<file path="src/rtl/pipe_stage_buf.sv">
// pipe_stage_buf: N-lane pipeline register with 2-entry skid buffer, cause-qualified flush and bubble counter
//   clk, rst                 clock, async active-high reset
//   flush, flush_cause       flush request; cause 1 = exception (clears), 0 = branch (no effect)
//   in_valid/in_ready        upstream handshake; in_ready is registered (~skid valid)
//   in_lane_vld, in_data     per-lane valid and packed payload of incoming entry
//   out_valid/out_ready      downstream handshake on head entry
//   out_lane_vld, out_data   head lane valids / payload, zero when no head
//   occupancy                entries held (0..2)
//   bubble_cnt               saturating count of cycles with out_ready & ~out_valid
module pipe_stage_buf #(
    parameter int LANES  = 2,
    parameter int DATA_W = 192,
    parameter int CNT_W  = 16
) (
    input  logic                    clk,
    input  logic                    rst,
    input  logic                    flush,
    input  logic                    flush_cause,
    input  logic                    in_valid,
    output logic                    in_ready,
    input  logic [LANES-1:0]        in_lane_vld,
    input  logic [LANES*DATA_W-1:0] in_data,
    output logic                    out_valid,
    input  logic                    out_ready,
    output logic [LANES-1:0]        out_lane_vld,
    output logic [LANES*DATA_W-1:0] out_data,
    output logic [1:0]              occupancy,
    output logic [CNT_W-1:0]        bubble_cnt
);
    localparam int W = LANES * DATA_W;
    logic             h_vld, s_vld;
    logic [LANES-1:0] h_lv, s_lv;
    logic [W-1:0]     h_data, s_data;
    logic             acc, pop, exc;
    assign acc          = in_valid & ~s_vld;
    assign pop          = h_vld & out_ready;
    assign exc          = flush & flush_cause;
    assign in_ready     = ~s_vld;
    assign out_valid    = h_vld;
    assign out_lane_vld = h_vld ? h_lv : '0;
    assign out_data     = h_vld ? h_data : '0;
    assign occupancy    = {s_vld, h_vld & ~s_vld};
    always_ff @(posedge clk or posedge rst) begin
        if (rst) begin
            h_vld      <= 1'b0;
            s_vld      <= 1'b0;
            h_lv       <= '0;
            s_lv       <= '0;
            h_data     <= '0;
            s_data     <= '0;
            bubble_cnt <= '0;
        end else begin
            if (out_ready && !h_vld && bubble_cnt != '1)
                bubble_cnt <= bubble_cnt + CNT_W'(1);
            if (exc) begin
                h_vld  <= 1'b0;
                s_vld  <= 1'b0;
                h_lv   <= '0;
                s_lv   <= '0;
                h_data <= '0;
                s_data <= '0;
            end else if (s_vld) begin
                // full: in_ready is low, only a pop can move the skid entry forward
                if (pop) begin
                    h_vld  <= 1'b1;
                    h_lv   <= s_lv;
                    h_data <= s_data;
                    s_vld  <= 1'b0;
                    s_lv   <= '0;
                    s_data <= '0;
                end
            end else if (h_vld && !pop) begin
                if (acc) begin
                    s_vld  <= 1'b1;
                    s_lv   <= in_lane_vld;
                    s_data <= in_data;
                end
            end else if (acc) begin
                // head empty or being popped this cycle
                h_vld  <= 1'b1;
                h_lv   <= in_lane_vld;
                h_data <= in_data;
            end else if (h_vld) begin
                h_vld  <= 1'b0;
                h_lv   <= '0;
                h_data <= '0;
            end
        end
    end
    assert property (@(posedge clk) disable iff (rst) s_vld |-> h_vld);
endmodule

</file>
<file path="config.mk">
export PLATFORM = sky130hd
export DESIGN_NAME = pipe_stage_buf
export DESIGN_NICKNAME = d
export VERILOG_FILES = /design/src/rtl/pipe_stage_buf.sv
export SDC_FILE = /design/constraint.sdc
export NUM_CORES = 2
export LEC_CHECK = 0
export ABC_CLOCK_PERIOD_IN_PS = 42800
export BUFFER_PORTS_ARGS = -buffer_cell sky130_fd_sc_hd__buf_2
export CORE_AREA = 2 2 311 313
export DETAILED_ROUTE_END_ITERATION = 8
export DIE_AREA = 0 0 313 315
export PLACE_DENSITY = 0.65
export SYNTH_ARGS = -nofsm -noshare
export SYNTH_HDL_FRONTEND = slang
export SYNTH_SLANG_ARGS = --single-unit
</file>
<file path="constraint.sdc">
create_clock -name clk -period 42.8 [get_ports clk]
set_input_delay 6.42 -clock clk [delete_from_list [all_inputs] [get_ports clk]]
set_output_delay 6.42 -clock clk [all_outputs]
set_load 0.005 [all_outputs]
</file>
==> results.sh <==
export IMPL_placed_cells_incl_taps=5591
export IMPL_viasPerCell=5.12
export IMPL_core_area_um2=95700
export IMPL_leakagePower_nw=21.9
export IMPL_gp_congestion=0.846
export IMPL_io_pins=798
export IMPL_fin_crit_sh_pct=23.2
export IMPL_hp_start="s_data[358]"
export IMPL_gr_usage_all_layers_pct=21.0
export IMPL_drtIter0Drc=2583
export IMPL_numClockSinks=790
export IMPL_fin_crit_ps=9930
export IMPL_max_freq_ghz=0.101
export IMPL_grt_max_degree=169
export IMPL_crit_path_cell_trace="buf_2 -> nand2_1 -> o311ai_4 -> buf_4 -> buf_4 -> buf_4 -> buf_4 -> nor2_1 -> a21oi_1"
export IMPL_numCtsBuffers=86
export IMPL_clock_skew_ps=17.8
export IMPL_overflow=0
export IMPL_dieArea_um2=98600
export IMPL_topRoutingLayerUsed="met5"
export IMPL_area_growth_pct=19.6
export IMPL_port_buffers=797
export IMPL_crit_type="input port to flop"
export IMPL_grt_pass1_wl_mm=166
export IMPL_drc=0
export IMPL_syn_cell_area_um2=37000
export IMPL_yosys_warnings=0
export IMPL_syn_nets=4172
export IMPL_drive_gt1_share_pct=22.0
export IMPL_cpPeakStageDelay_ps=890
export IMPL_cp_top_family="buffers and inverters"
export IMPL_worstSkewPairLatency_ps=650
export IMPL_cts_tree="yes"
export IMPL_setup_slack_ps=32870
export IMPL_slew_headroom_pct=19.5
export IMPL_fp_dieH_um=315
export IMPL_ys_seq_elements=790
export IMPL_fillers=9099
export IMPL_finalPower_mw=2.56
export IMPL_hold_buffers=0
export IMPL_arrival_ps=10500
export IMPL_postCtsSetupRepairBufs=0
export IMPL_multiInputGateArea_um2=14300
export IMPL_setup_viol=0
export IMPL_holdWs_ps=504
export IMPL_synthArstFlopShare_pct=100
export IMPL_critPathLaunchType="input port"
export IMPL_path_clk_slew_ps=60
export IMPL_synth_edf_count=0
export IMPL_grt_pass1_vias=28607
export IMPL_dpl_worst_slack_ps=32050
export IMPL_rows=114
export IMPL_die_w_um=313
export IMPL_regArea_um2=19800
export IMPL_worstHoldPathType="flop to flop"
export IMPL_clockBufferDepth=3
export IMPL_dr_wl_met3_mm=7.37
export IMPL_finalNonFillerCells=5775
export IMPL_required_ps=43370
export IMPL_r2r_start="out_valid"
export IMPL_ant_nets=0
export IMPL_ys_seq_area_share_pct=53.5
export IMPL_fin_setup_tns_ps=0
export IMPL_hold_viol_final=0
export IMPL_crit_path_frequent_cell="buf_4"
export IMPL_met2_length_mm=50.2
export IMPL_synth_area_per_cell_um2=9.78
export IMPL_dr_total_vias=29578
export IMPL_maxSlewViolCount=0
export IMPL_cts_resized=0
export IMPL_cp_startpoint="flush"
export IMPL_root_buffer="clkbuf_16"
export IMPL_synth_flop_cell="dfrtp_1"
export IMPL_synthDistinctLibCells=39
export IMPL_ir_drop_mv=0.0321
export IMPL_nets=4796
export IMPL_htreeDepth=3
export IMPL_wl_per_cell_um=18.6
export IMPL_worst_path_max_fanout=106
export IMPL_end_kind="flop"
export IMPL_drt_met1_wl_mm=45.5
export IMPL_synthCells=3779
export IMPL_outcome="finished, final reports clean"
export IMPL_cellPowerDensity_nw_per_um2=58.0
export IMPL_worst_pin_slew_ps=1210
export IMPL_cp_slowest_cell="buf_4"
export IMPL_wirelength_mm=107
export IMPL_grt_setup_unrepaired="false"
export IMPL_cp_buffers_inverters=5
export IMPL_dp_hpwl_mm=67.5
export IMPL_maxCapViolations=0
export IMPL_start_util_pct=38.6
export IMPL_firstDrtPassIters=6
export IMPL_antenna_found_initial=47
-- kinds of logic (layout without fill, tap and decap cells) --
kind of cell / count (synthesis) / after routing / share of synthesized area (%)
compound gates: 836 / 836 / 14.5
xor+xnor: 10 / 10 / 0.237
fa+ha+maj: 1 / 1 / 0.0338
buf+inv: 643 / 1335 / 7.79
flops: 790 / 790 / 53.5
mux: 343 / 343 / 9.30
other cells: 0 / 28 / 0
simple gates: 1156 / 1156 / 14.6
-- report_power, final --
group	total, mW	internal [mW]	switching (mW)
registers	1.12	0.984	0.133
clock network	0.741	0.431	0.310
logic	0.706	0.293	0.413
-- registers in the layout, summed over array words and instances, names as in the netlist --
| signal | cells |
|---|---|
| s_data | 384 |
| h_data | 384 |
| bubble_cnt | 16 |
| s_lv | 2 |
| h_lv | 2 |
| out_valid | 1 |
| s_vld | 1 |
-- routing by layer --
layer  up-vias  global-route usage [%]
met5         -                       0
met4        40                    9.08
met3       232                    5.43
met2       942                    32.6
met1     14514                    27.7
li1      13850                       -
-- Yosys cell counts (2+ instances only) --
master    number  area (um2)
dfrtp_1      790       19800
nor2_1       394        1480
a21oi_1      393        1970
and2_1       393        2460
a22oi_1      386        2900
nand2_1      344        1290
inv_1        342        1280
mux2i_1      339        3390
buf_2        143         716
clkbuf_1     118         443
a22o_1        45         394
buf_6         37         417
xnor2_1        7        61.3
nand4_1        6        37.5
nand3_1        5        25.0
and3_1         4        25.0
mux2_2         4        45.0
and4_1         3        26.3
xor2_1         3        26.3
a31oi_1        2        12.5
buf_4          2        15.0
o21a_1         2        15.0
-- layout by cell type (no fill, tap or decap), types with 2 or more instances in the layout --
cell type  count
nor2_1       394
a21oi_4        2
inv_6          5
buf_12         5
o21a_1         2
dfrtp_1      789
mux2_2         4
buf_2        797
a21oi_1      393
clkbuf_8      22
mux2i_1      339
xor2_1         3
buf_4         34
bufinv_16      3
a31oi_1        2
a22o_1        45
inv_1        341
nand4_1        6
and3_1         4
and4_1         3
clkinv_2      14
nand3_1        5
xnor2_1        7
a22oi_1      386
nand2_1      344
clkbuf_16     87
and2_1       392
clkbuf_1      23
diode_2       28
-- worst paths after layout --
path                          endpoint  slack, ps  depth (start not counted)
max in group asynchronous  h_data[301]      33020                          6
hold reg to reg            s_data[358]        500                          1
hold / removal             s_data[358]        500                          1
min in group asynchronous   h_data[90]       5930                          2
setup reg to reg           h_data[228]      37820                          8
setup / recovery           h_data[228]      32870                          9
-- stage by stage --
stage	area [um2]	util (%)
2_1_floorplan	37000	-
3_3_place_gp	41300	43.2
3_5_place_dp	41300	43.2
4_1_cts	44100	46.1
5_1_grt	44200	46.2
6_report	44200	46.2
-- cell type report --
class                           count  share of cell area, %
Sequential cell                   790                   44.7
Multi-Input combinational cell   2346                   32.4
Timing Repair Buffer              836                   9.83
Clock buffer                      132                   5.81
Tap cell                         1276                   3.61
Inverter                          343                   2.93
Clock inverter                     24                  0.498
Antenna cell                       28                  0.159
No activity file was read; power rests on OpenSTA's default activity.
